===== src/rtl/psx_ddr_arbiter_if.sv =====
// Client block interface plus Avalon-MM master signals for psx_ddr_arbiter.
// The slave modport is the arbiter's view. The master modport is the view of the clients and the memory model.
interface psx_ddr_arbiter_if #(
  parameter int NCLIENT = 2,
  parameter int ADR_W   = 15
) ();
  logic [NCLIENT-1:0]       i_command;
  logic [NCLIENT-1:0]       i_write;
  logic [2*NCLIENT-1:0]     i_commandSize;
  logic [ADR_W*NCLIENT-1:0] i_adr;
  logic [3*NCLIENT-1:0]     i_subAdr;
  logic [16*NCLIENT-1:0]    i_writeMask;
  logic [256*NCLIENT-1:0]   i_dataClient;
  logic [NCLIENT-1:0]       o_busy;
  logic [NCLIENT-1:0]       o_dataValid;
  logic [255:0]             o_dataClient;
  logic [ADR_W+1:0]         o_targetAddr;
  logic [2:0]               o_burstLength;
  logic                     i_busyMem;
  logic                     o_writeEnableMem;
  logic                     o_readEnableMem;
  logic [63:0]              o_dataMem;
  logic [7:0]               o_byteEnableMem;
  logic                     i_dataValidMem;
  logic [63:0]              i_dataMem;

  modport slave (
    input  i_command, i_write, i_commandSize, i_adr, i_subAdr, i_writeMask, i_dataClient,
    input  i_busyMem, i_dataValidMem, i_dataMem,
    output o_busy, o_dataValid, o_dataClient, o_targetAddr, o_burstLength,
    output o_writeEnableMem, o_readEnableMem, o_dataMem, o_byteEnableMem
  );

  modport master (
    output i_command, i_write, i_commandSize, i_adr, i_subAdr, i_writeMask, i_dataClient,
    output i_busyMem, i_dataValidMem, i_dataMem,
    input  o_busy, o_dataValid, o_dataClient, o_targetAddr, o_burstLength,
    input  o_writeEnableMem, o_readEnableMem, o_dataMem, o_byteEnableMem
  );
endinterface


===== src/rtl/psx_ddr_arbiter.sv =====
// N-client arbiter: takes 32-byte block commands and turns each one into an Avalon-MM burst of 64-bit beats.
// Only one transaction is outstanding at a time.
//
// state     | meaning
// S_IDLE    | arbitrate, accept one command
// S_WR      | issue write beats, advance on !waitrequest
// S_RD_REQ  | hold read request until accepted
// S_RD_DATA | collect readdatavalid beats into the block buffer
// S_DONE    | one-cycle dataValid pulse to the issuing client
module psx_ddr_arbiter #(
  parameter int NCLIENT   = 2,
  parameter int ADR_W     = 15,
  parameter int PRIO_MODE = 0
) (
  input logic              clk,
  input logic              i_nrst,
  psx_ddr_arbiter_if.slave bus
);
  localparam int ID_W = (NCLIENT > 1) ? $clog2(NCLIENT) : 1;

  typedef enum logic [2:0] {S_IDLE, S_WR, S_RD_REQ, S_RD_DATA, S_DONE} state_e;

  state_e           state_q, state_d;
  logic [ID_W-1:0]  ptr_q, ptr_d;
  logic [ID_W-1:0]  id_q, id_d;
  logic [ADR_W-1:0] adr_q, adr_d;
  logic [1:0]       start_q, start_d;
  logic [1:0]       beat_q, beat_d;
  logic [1:0]       rem_q, rem_d;
  logic [2:0]       blen_q, blen_d;
  logic [15:0]      mask_q, mask_d;
  logic [255:0]     data_q, data_d;
  logic [255:0]     rbuf_q, rbuf_d;

  logic [ID_W-1:0]  grant;
  logic             grant_vld;
  logic             size8;
  logic             unused_sub0;

  // Only subAdr[2:1] selects a lane, so bit 0 of each client's sub-address is not used.
  assign unused_sub0 = ^(bus.i_subAdr & {NCLIENT{3'b001}});

  // Round-robin search starts one past the last winner. Fixed priority scans from index 0.
  always_comb begin
    int idx;
    grant     = '0;
    grant_vld = 1'b0;
    idx       = 0;
    for (int i = 1; i <= NCLIENT; i++) begin
      if (PRIO_MODE != 0) begin
        idx = i - 1;
      end else begin
        idx = int'(ptr_q) + i;
        if (idx >= NCLIENT) idx = idx - NCLIENT;
      end
      if (!grant_vld && bus.i_command[idx]) begin
        grant_vld = 1'b1;
        grant     = ID_W'(idx);
      end
    end
  end

  always_comb begin
    bus.o_busy = '1;
    if (i_nrst && state_q == S_IDLE && grant_vld) bus.o_busy[grant] = 1'b0;
  end

  always_comb begin
    state_d = state_q;
    ptr_d   = ptr_q;
    id_d    = id_q;
    adr_d   = adr_q;
    start_d = start_q;
    beat_d  = beat_q;
    rem_d   = rem_q;
    blen_d  = blen_q;
    mask_d  = mask_q;
    data_d  = data_q;
    rbuf_d  = rbuf_q;
    size8   = (bus.i_commandSize[2*int'(grant) +: 2] == 2'd0);
    case (state_q)
      S_IDLE: begin
        if (grant_vld) begin
          ptr_d   = grant;
          id_d    = grant;
          adr_d   = bus.i_adr[ADR_W*int'(grant) +: ADR_W];
          start_d = size8 ? bus.i_subAdr[3*int'(grant)+1 +: 2] : 2'd0;
          beat_d  = start_d;
          rem_d   = size8 ? 2'd0 : 2'd3;
          blen_d  = size8 ? 3'd1 : 3'd4;
          mask_d  = bus.i_writeMask[16*int'(grant) +: 16];
          data_d  = bus.i_dataClient[256*int'(grant) +: 256];
          state_d = bus.i_write[grant] ? S_WR : S_RD_REQ;
        end
      end
      S_WR: begin
        if (!bus.i_busyMem) begin
          if (rem_q == 2'd0) begin
            state_d = S_IDLE;
          end else begin
            beat_d = beat_q + 2'd1;
            rem_d  = rem_q - 2'd1;
          end
        end
      end
      S_RD_REQ: begin
        if (!bus.i_busyMem) begin
          rbuf_d  = '0;
          state_d = S_RD_DATA;
        end
      end
      S_RD_DATA: begin
        if (bus.i_dataValidMem) begin
          rbuf_d[64*int'(beat_q) +: 64] = bus.i_dataMem;
          if (rem_q == 2'd0) begin
            state_d = S_DONE;
          end else begin
            beat_d = beat_q + 2'd1;
            rem_d  = rem_q - 2'd1;
          end
        end
      end
      S_DONE:  state_d = S_IDLE;
      default: state_d = S_IDLE;
    endcase
  end

  always_ff @(posedge clk or negedge i_nrst) begin
    if (!i_nrst) begin
      state_q <= S_IDLE;
      ptr_q   <= ID_W'(NCLIENT - 1);
      id_q    <= '0;
      adr_q   <= '0;
      start_q <= '0;
      beat_q  <= '0;
      rem_q   <= '0;
      blen_q  <= '0;
      mask_q  <= '0;
      data_q  <= '0;
      rbuf_q  <= '0;
    end else begin
      state_q <= state_d;
      ptr_q   <= ptr_d;
      id_q    <= id_d;
      adr_q   <= adr_d;
      start_q <= start_d;
      beat_q  <= beat_d;
      rem_q   <= rem_d;
      blen_q  <= blen_d;
      mask_q  <= mask_d;
      data_q  <= data_d;
      rbuf_q  <= rbuf_d;
    end
  end

  // Each halfword mask bit drives the enables for both of its bytes.
  always_comb begin
    bus.o_writeEnableMem = (state_q == S_WR);
    bus.o_readEnableMem  = (state_q == S_RD_REQ);
    bus.o_dataMem        = '0;
    bus.o_byteEnableMem  = '0;
    if (state_q == S_WR) begin
      bus.o_dataMem = data_q[64*int'(beat_q) +: 64];
      for (int i = 0; i < 4; i++) begin
        bus.o_byteEnableMem[2*i +: 2] = {2{mask_q[4*int'(beat_q) + i]}};
      end
    end
    bus.o_dataValid = '0;
    if (state_q == S_DONE) bus.o_dataValid[id_q] = 1'b1;
    bus.o_dataClient  = rbuf_q;
    bus.o_targetAddr  = {adr_q, start_q};
    bus.o_burstLength = blen_q;
  end
endmodule


===== src/flat_wrapper.sv =====
// flat-port wrapper written by rule: the top's interface ports become plain ports
module psx_ddr_arbiter_flat 
#(
  parameter int NCLIENT   = 2,
  parameter int ADR_W     = 15,
  parameter int PRIO_MODE = 0
)
  (clk, i_nrst, bus_i_command, bus_i_write, bus_i_commandSize, bus_i_adr, bus_i_subAdr, bus_i_writeMask, bus_i_dataClient, bus_i_busyMem, bus_i_dataValidMem, bus_i_dataMem, bus_o_busy, bus_o_dataValid, bus_o_dataClient, bus_o_targetAddr, bus_o_burstLength, bus_o_writeEnableMem, bus_o_readEnableMem, bus_o_dataMem, bus_o_byteEnableMem);
  psx_ddr_arbiter_if #(.NCLIENT(NCLIENT), .ADR_W(ADR_W)) bus_i ();
  input logic clk;
  input logic i_nrst;
  input wire logic [$bits(bus_i.i_command)-1:0] bus_i_command;
  input wire logic [$bits(bus_i.i_write)-1:0] bus_i_write;
  input wire logic [$bits(bus_i.i_commandSize)-1:0] bus_i_commandSize;
  input wire logic [$bits(bus_i.i_adr)-1:0] bus_i_adr;
  input wire logic [$bits(bus_i.i_subAdr)-1:0] bus_i_subAdr;
  input wire logic [$bits(bus_i.i_writeMask)-1:0] bus_i_writeMask;
  input wire logic [$bits(bus_i.i_dataClient)-1:0] bus_i_dataClient;
  input wire logic [$bits(bus_i.i_busyMem)-1:0] bus_i_busyMem;
  input wire logic [$bits(bus_i.i_dataValidMem)-1:0] bus_i_dataValidMem;
  input wire logic [$bits(bus_i.i_dataMem)-1:0] bus_i_dataMem;
  output wire logic [$bits(bus_i.o_busy)-1:0] bus_o_busy;
  output wire logic [$bits(bus_i.o_dataValid)-1:0] bus_o_dataValid;
  output wire logic [$bits(bus_i.o_dataClient)-1:0] bus_o_dataClient;
  output wire logic [$bits(bus_i.o_targetAddr)-1:0] bus_o_targetAddr;
  output wire logic [$bits(bus_i.o_burstLength)-1:0] bus_o_burstLength;
  output wire logic [$bits(bus_i.o_writeEnableMem)-1:0] bus_o_writeEnableMem;
  output wire logic [$bits(bus_i.o_readEnableMem)-1:0] bus_o_readEnableMem;
  output wire logic [$bits(bus_i.o_dataMem)-1:0] bus_o_dataMem;
  output wire logic [$bits(bus_i.o_byteEnableMem)-1:0] bus_o_byteEnableMem;
  assign bus_i.i_command = bus_i_command;
  assign bus_i.i_write = bus_i_write;
  assign bus_i.i_commandSize = bus_i_commandSize;
  assign bus_i.i_adr = bus_i_adr;
  assign bus_i.i_subAdr = bus_i_subAdr;
  assign bus_i.i_writeMask = bus_i_writeMask;
  assign bus_i.i_dataClient = bus_i_dataClient;
  assign bus_i.i_busyMem = bus_i_busyMem;
  assign bus_i.i_dataValidMem = bus_i_dataValidMem;
  assign bus_i.i_dataMem = bus_i_dataMem;
  assign bus_o_busy = bus_i.o_busy;
  assign bus_o_dataValid = bus_i.o_dataValid;
  assign bus_o_dataClient = bus_i.o_dataClient;
  assign bus_o_targetAddr = bus_i.o_targetAddr;
  assign bus_o_burstLength = bus_i.o_burstLength;
  assign bus_o_writeEnableMem = bus_i.o_writeEnableMem;
  assign bus_o_readEnableMem = bus_i.o_readEnableMem;
  assign bus_o_dataMem = bus_i.o_dataMem;
  assign bus_o_byteEnableMem = bus_i.o_byteEnableMem;
  psx_ddr_arbiter #(.NCLIENT(NCLIENT), .ADR_W(ADR_W), .PRIO_MODE(PRIO_MODE)) u_core (.clk(clk), .i_nrst(i_nrst), .bus(bus_i));
endmodule

===== config.mk =====
export PLATFORM = sky130hd
export DESIGN_NAME = psx_ddr_arbiter_flat
export DESIGN_NICKNAME = d
export VERILOG_FILES = /design/src/rtl/psx_ddr_arbiter_if.sv /design/src/rtl/psx_ddr_arbiter.sv /design/src/flat_wrapper.sv
export SDC_FILE = /design/constraint.sdc
export NUM_CORES = 1
export LEC_CHECK = 0
export CAP_MARGIN = 0
export CORE_AREA = 2 2 396 398
export DETAILED_ROUTE_END_ITERATION = 10
export DIE_AREA = 0 0 398 400
export RECOVER_POWER = 25
export SKIP_LAST_GASP = 1
export SYNTH_ARGS = -nofsm -noshare
export SYNTH_HDL_FRONTEND = slang
export SYNTH_SLANG_ARGS = --single-unit

===== constraint.sdc =====
create_clock -name clk -period 2.6 [get_ports clk]
set_input_delay 0.39 -clock clk [delete_from_list [all_inputs] [get_ports clk]]
set_output_delay 0.39 -clock clk [all_outputs]
set_load 0.01 [all_outputs]

==> impl_metrics.py, run 1 <==
metrics = {
    "timing": {
        "fin_crit_ps": 2860,
        "max_slew.worst_pin.slew_ps": 1240,
        "fin_setup_tns_ps": -14560,
        "final.period_utilization_pct": 110,
        "timing.max_slew.rel_slack_pct": 17.6,
        "finalMaxSlewViolations": 0,
        "skew_ps": 25.6,
        "unrepaired_setup_endpoints_after_global_routing": "yes",
        "fin_worst_hold_slack_ps": 242,
        "postLayoutSetupSlackWorst_ps": -256,
        "finalSetupViolCount": 169,
        "final-hold-violation-count": 0,
        "fmax_mhz": 350,
    },
    "route": {
        "first_pass_iters": 5,
        "vias_per_cell": 4.30,
        "num_vias": 24001,
        "wl_per_cell_um": 25.2,
        "routed_wl_mm": 141,
        "dr.first_iter.drc_count": 1714,
        "postRouteAntennaNets": 0,
        "drc": 0,
    },
    "yosys": {
        "yosys.cell_count.top_type": "sky130_fd_sc_hd__nand2_1",
        "ys_seq_elements": 556,
        "synthDominantCellAreaShare_pct": 56.0,
        "post_synth.cell_area_avg_um2": 10.3,
        "synth_flop_cell": "sky130_fd_sc_hd__dfrtp_1",
        "synth_edf_count": 0,
        "postSynth.asyncResetShare_pct": 100,
        "post_synth_instance_area_mm2": 0.0248,
        "post-synth-top-area-cell": "sky130_fd_sc_hd__dfrtp_1",
        "post_synth_main_area_contributors": "sky130_fd_sc_hd__dfrtp_1 (56%), sky130_fd_sc_hd__a22o_1 (9.0%), sky130_fd_sc_hd__nand2_1 (8.8%), sky130_fd_sc_hd__a31oi_1 (7.4%), sky130_fd_sc_hd__mux4_2 (6.2%)",
        "syn-instance-count": 2400,
        "seq_area_frac_synth_pct": 56.1,
        "mappedNetlistNets": 3062,
        "post_synth_num_cell_types": 43,
        "ys_top_cells_by_count": "sky130_fd_sc_hd__nand2_1 (583), sky130_fd_sc_hd__dfrtp_1 (555), sky130_fd_sc_hd__nor2_1 (301), sky130_fd_sc_hd__a31oi_1 (292), sky130_fd_sc_hd__a22o_1 (256)",
        "yosysWarningCount": 0,
    },
    "floorplan": {
        "die_w_um": 398,
        "core_area_mm2": 0.155,
        "floorplan.initialDensity_pct": 16.0,
        "count_of_boundary_i_o_pins": 1010,
        "rows": 145,
        "height_of_the_die_um": 400,
        "fp.dieArea_mm2": 0.159,
    },
    "placed_design": {
        "globalplace.congestion": 0.894,
        "placedCellCount": 5379,
        "preCtsSetupSlack_ps": 99.9,
        "port-buffer-count": 1006,
        "hpwl_mm": 104,
        "detailed_place.area_mm2": 0.0379,
    },
    "worst_setup_path": {
        "cpMaxStageDelayCell": "sky130_fd_sc_hd__dfrtp_4",
        "crit_arrival_ps": 2470,
        "type_of_origin_of_the_critical_path": "register",
        "path_cells": "buf_4 -> buf_12 -> bufbuf_16 -> mux4_2 -> and2_4 -> buf_2",
        "critical_path_rt_ps": 2210,
        "timing.setup.critical_path_class": "reg -> out",
        "worst_path_largest_cell_delay_ps": 510,
        "worstPathMaxFanout": 6,
        "critPathCaptureType": "output pin",
        "worstRegToRegCells": 14,
    },
    "final_layout": {
        "final_layout_size_suffix_gt1_share_pct": 15.1,
        "area_growth_syn_to_layout_pct": 68.1,
        "layout.core_utilization_pct": 26.9,
        "postLayoutCellArea_mm2": 0.0417,
        "finalNonFillerCells": 5582,
        "nNetsFinal": 4130,
    },
    "clock_tree": {
        "clockRootBuffer": "sky130_fd_sc_hd__clkbuf_16",
        "worst_skew_pair.late_latency_ps": 640,
        "tritoncts_clock_tree": "done",
        "cts.reportedPaths.clkPinSlew_ps": 60,
        "cts_max_level": 3,
        "cts_buffer_depth": 3,
        "cts_inserted_buffers": 66,
        "clkSinkCount": 556,
    },
    "status": {
        "failed_checks": "setup timing",
        "outcome": "finished, violations left",
    },
    "global_route": {
        "first_global_vias": 23662,
        "grt_start_max_net_pins": 145,
        "number_of_antenna_violations_at_the_first_check_in_global_routing": 45,
        "global_route.usage.total_pct": 16.4,
        "grt_first_pass_wirelength_mm": 185,
        "grt-ovfl-total": 0,
    },
    "power_and_ir_drop": {
        "max-vdd-ir-drop_v": 0.000478,
        "pwr_density_cell_mw_per_mm2": 1030,
        "static-leakage-power_nw": 17.3,
        "total_power_mw": 42.7,
    },
    "min_path": {
        "min_path_type": "in -> async",
    },
    "flow_run": {
        "cap_viol_max_count": 0,
    },
}
## metal layers
| layer | vias to the layer above | track usage [%] | share of wire [%] |
|---|---|---|---|
| li1 | 10644 | - | - |
| met1 | 12067 | 21.7 | 43 |
| met2 | 1070 | 25.9 | 46 |
| met3 | 202 | 3.68 | 7.2 |
| met4 | 18 | 6.16 | 3.5 |
| met5 | - | 0 | 0.080 |
## flip-flops by register name (all words and copies together), names as in the netlist, 3 cells and up
register	flops
u_core.data_q	256
u_core.mask_q	16
u_core.bus.o_dataClient	256
u_core.state_q	3
u_core.adr_q	15
## cell usage in the layout, fill, tap and decap left out, types with 4 or more instances in the layout
master / count
sky130_fd_sc_hd__inv_1: 5
sky130_fd_sc_hd__o21ai_4: 4
sky130_fd_sc_hd__buf_6: 68
sky130_fd_sc_hd__nand2_1: 580
sky130_fd_sc_hd__mux4_2: 68
sky130_fd_sc_hd__clkbuf_2: 11
sky130_fd_sc_hd__clkbuf_1: 16
sky130_fd_sc_hd__clkbuf_8: 13
sky130_fd_sc_hd__nor2b_1: 5
sky130_fd_sc_hd__clkdlybuf4s50_1: 927
sky130_fd_sc_hd__and2_4: 54
sky130_fd_sc_hd__buf_12: 53
sky130_fd_sc_hd__buf_16: 7
sky130_fd_sc_hd__diode_2: 15
sky130_fd_sc_hd__ha_4: 4
sky130_fd_sc_hd__a22o_1: 256
sky130_fd_sc_hd__nor2_1: 298
sky130_fd_sc_hd__dfrtp_1: 551
sky130_fd_sc_hd__a31oi_1: 292
sky130_fd_sc_hd__o21ai_0: 5
sky130_fd_sc_hd__bufinv_16: 4
sky130_fd_sc_hd__clkbuf_16: 84
sky130_fd_sc_hd__clkinv_2: 6
sky130_fd_sc_hd__buf_2: 19
sky130_fd_sc_hd__buf_4: 84
sky130_fd_sc_hd__buf_8: 13
sky130_fd_sc_hd__and2_1: 14
## path summary, 6_finish.rpt
kind	from	end	slack (ps)
min in group clk	bus_i_adr[22]	u_core.adr_q[7]	290
hold / removal	i_nrst	u_core.state_q[2]	240
max in group asynchronous	i_nrst	u_core.data_q[62]	310
setup reg to reg	u_core.beat_q[0]	u_core.bus.o_dataClient[62]	-110
hold reg to reg	u_core.bus.o_burstLength[2]	u_core.bus.o_burstLength[2]	480
setup / recovery	u_core.beat_q[0]	bus_o_dataMem[15]	-260
## logic make-up after synthesis
family	after synthesis	synth area share [%]
adder cells (fa/ha/maj)	6	0.303
AO/OA/AOI/OAI	570	17.1
multiplexers	69	6.22
buffers and inverters	216	4.18
other	1	0.0151
flip-flops	556	56.1
AND/OR/NAND/NOR	982	16.1
## worst max-delay path: cells and delay by family, from the launching register on
| family | cells | cell delay (ps) |
|---|---|---|
| buf+inv | 4 | 700 |
| mux | 1 | 420 |
| simple gates | 1 | 170 |
| flops | 1 | 510 |
## cell type report
type                            instances  area, µm²
Antenna cell                           15       37.5
Clock buffer                           92       1940
Clock inverter                         17        235
Fill cell                           16434     113000
Inverter                                6       26.3
Multi-Input combinational cell       1628      10200
Sequential cell                       556      13900
Tap cell                             2058       2570
Timing Repair Buffer                 1210      12800
## timing repair
item	4_1_cts	5_1_grt
gates cloned	6	22
hold buffers	1	0
buffers inserted	28	30
endpoints found under the hold margin	126	0
resized for setup	328	124
endpoints found under the setup margin	75	312
pin swaps	26	27
## power by group
| part | switching [mW] | total [mW] | internal, mW |
|---|---|---|---|
| Combinational | 9.52 | 19.3 | 9.76 |
| Clock | 3.93 | 9.55 | 5.61 |
| Sequential | 2.42 | 13.9 | 11.5 |
| Total | 15.9 | 42.7 | 26.9 |
Power figures use the tool's default switching activity.
==> run 2, diff against run 1 <==
Settings changed: REMOVE_ABC_BUFFERS from default to 1.
==> impl_metrics.py, run 2 (synthesis results as in run 1) <==
metrics = {
    "power_and_ir_drop": {
        "max-vdd-ir-drop_v": 0.000447,
        "total_power_mw": 43.8,
        "static-leakage-power_nw": 17.2,
        "pwr_density_cell_mw_per_mm2": 1050,
    },
    "final_layout": {
        "area_growth_syn_to_layout_pct": 67.7,
        "final_layout_size_suffix_gt1_share_pct": 14.3,
        "top_library_cells_by_usage_in_the_layout_fill_and_taps_aside": "sky130_fd_sc_hd__clkdlybuf4s50_1 (927), sky130_fd_sc_hd__nand2_1 (582), sky130_fd_sc_hd__dfrtp_1 (551)",
        "area_occupied_by_multi_input_gates_mm2": 0.0101,
        "finalNonFillerCells": 5552,
        "nFillCells": 16355,
        "nNetsFinal": 4085,
        "sequential_cell_area_mm2": 0.0139,
        "layout.cells.most_common": "sky130_fd_sc_hd__clkdlybuf4s50_1",
    },
    "floorplan": {
        "count_of_boundary_i_o_pins": 1010,
        "die_w_um": 398,
        "floorplan.initialDensity_pct": 16.0,
        "height_of_the_die_um": 400,
        "rows": 145,
        "fp.dieArea_mm2": 0.159,
        "core_area_mm2": 0.155,
    },
    "timing": {
        "finalSetupViolCount": 72,
        "unrepaired_setup_endpoints_after_global_routing": "yes",
        "fin_worst_hold_slack_ps": 272,
        "skew_ps": 31.9,
        "max_slew.worst_pin.slew_ps": 1500,
        "final-hold-violation-count": 0,
        "fmax_mhz": 342,
        "postLayoutSetupSlackWorst_ps": -327,
        "final.period_utilization_pct": 113,
        "fin_crit_ps": 2930,
        "finalMaxSlewViolations": 0,
        "fin_setup_tns_ps": -12850,
        "timing.max_slew.rel_slack_pct": 0.0144,
    },
    "route": {
        "postRouteAntennaNets": 0,
        "vias_per_cell": 4.28,
        "wl_per_cell_um": 25.7,
        "dr.first_iter.drc_count": 1711,
        "routed_wl_mm": 142,
        "drc": 0,
        "num_vias": 23774,
        "first_pass_iters": 6,
    },
    "status": {
        "outcome": "finished, violations left",
        "failed_checks": "setup timing",
    },
    "worst_setup_path": {
        "crit_arrival_ps": 2540,
        "worstRegToRegCells": 14,
        "type_of_origin_of_the_critical_path": "register",
        "endpoint_of_the_worst_slack_reg_to_reg_timing_path": "u_core.bus.o_dataClient[169]",
        "worstPathMaxFanout": 6,
        "timing.setup.critical_path_class": "reg -> out",
        "critPathCaptureType": "output pin",
        "critical_path_rt_ps": 2210,
        "r2r_setup_slack_ps": 40,
        "rr_startpoint": "u_core.beat_q[0]",
    },
    "global_route": {
        "grt_start_max_net_pins": 153,
        "grt_first_pass_wirelength_mm": 188,
        "number_of_antenna_violations_at_the_first_check_in_global_routing": 66,
        "first_global_vias": 23550,
        "grt-ovfl-total": 0,
        "global_route.usage.total_pct": 16.9,
    },
    "min_path": {
        "min_path_type": "in -> reg",
        "hold_crit_start": "bus_i_dataClient[25]",
        "min_delay_path_depth": 3,
        "hold_path_end": "u_core.data_q[25]",
    },
    "clock_tree": {
        "cts.reportedPaths.clkPinSlew_ps": 60,
        "clockRootBuffer": "sky130_fd_sc_hd__clkbuf_16",
        "worst_skew_pair.late_latency_ps": 680,
        "cts_buffer_depth": 3,
        "tritoncts_clock_tree": "done",
        "clkSinkCount": 556,
        "cts_inserted_buffers": 70,
        "cts_max_level": 3,
    },
    "placed_design": {
        "placedCellCount": 5350,
        "port-buffer-count": 1006,
        "globalplace.congestion": 0.860,
        "hpwl_mm": 107,
    },
    "flow_run": {
        "cap_viol_max_count": 0,
    },
}
[run 2: changes by cell type in the layout (fill, tap and decap cells not counted), moves of 4 or more]
| cell | before | now |
|---|---|---|
| sky130_fd_sc_hd__clkbuf_16 | 84 | 75 |
| sky130_fd_sc_hd__and2_1 | 14 | 9 |
| sky130_fd_sc_hd__and2_4 | 54 | 59 |
| sky130_fd_sc_hd__buf_4 | 84 | 64 |
| sky130_fd_sc_hd__clkinv_2 | 6 | 10 |
| sky130_fd_sc_hd__buf_2 | 19 | 11 |
| sky130_fd_sc_hd__clkbuf_2 | 11 | 1 |
| sky130_fd_sc_hd__buf_8 | 13 | 9 |
| sky130_fd_sc_hd__buf_12 | 53 | 71 |
| sky130_fd_sc_hd__buf_6 | 68 | 54 |
[run 2: area by class of cell]
class | count | share of cell area (%)
diodes | 16 | 0.0963
clock buffers | 94 | 4.77
clock inverters | 33 | 1.18
inverters | 6 | 0.0602
multi-input cells | 1628 | 24.4
flip-flops and latches | 556 | 33.5
well taps | 2058 | 6.19
repair buffers | 1161 | 29.9
[run 2: stage by stage]
| stage | cell area, µm² | setup WS (ps) | utilization (%) |
|---|---|---|---|
| finish | 41600 | -327 | 26.8 |
| global route | 41600 | -412 | 26.8 |
| global placement | 37900 | -34.9 | 24.4 |
| floorplan | 23800 | -17770 | - |
| detailed placement | 37900 | -34.0 | 24.4 |
| CTS | 41200 | -417 | 26.5 |
[run 2: report_power, final]
group	total, mW	switching (mW)	internal, mW
clock network	10.6	4.39	6.16
logic	19.7	9.64	10.1
registers	13.6	2.11	11.5
[run 2: how the worst max path moves through the flow]
stage,from,endpoint,slack [ps],depth (start not counted)
after floorplan,u_core.state_q[0],bus_o_busy[0],-17770,3
after global placement,bus_i_command[0],bus_o_busy[0],-30,6
after detailed placement,bus_i_command[0],bus_o_busy[0],-30,6
after CTS,u_core.beat_q[0],bus_o_dataMem[12],-420,6
after global routing,u_core.beat_q[0],bus_o_dataMem[48],-410,6
final,u_core.beat_q[0],bus_o_dataMem[12],-330,6
[run 2: metal layers]
metal | vias up | part of all wire [%] | global-route usage, %
met1 | 11855 | 39 | 19.9
met4 | 34 | 3.5 | 6.34
met3 | 223 | 8.8 | 5.38
met5 | - | 0.15 | 0
li1 | 10559 | - | -
met2 | 1103 | 49 | 28.6
[run 2: critical path: stages, from the launching register on]
cell,delay [ps]
sky130_fd_sc_hd__dfrtp_4,440
sky130_fd_sc_hd__buf_12,150
sky130_fd_sc_hd__buf_12,150
sky130_fd_sc_hd__buf_12,140
sky130_fd_sc_hd__mux4_2,630
sky130_fd_sc_hd__and2_4,190
sky130_fd_sc_hd__buf_6,120
[run 2: what timing repair did]
action | CTS | global route
gates cloned | 7 | 7
gates resized for setup | 324 | 55
buffers inserted | 31 | 18
pin swaps | 56 | 9
setup endpoints to repair | 78 | 244
hold buffers | 1 | 0
hold endpoints to repair | 260 | 0
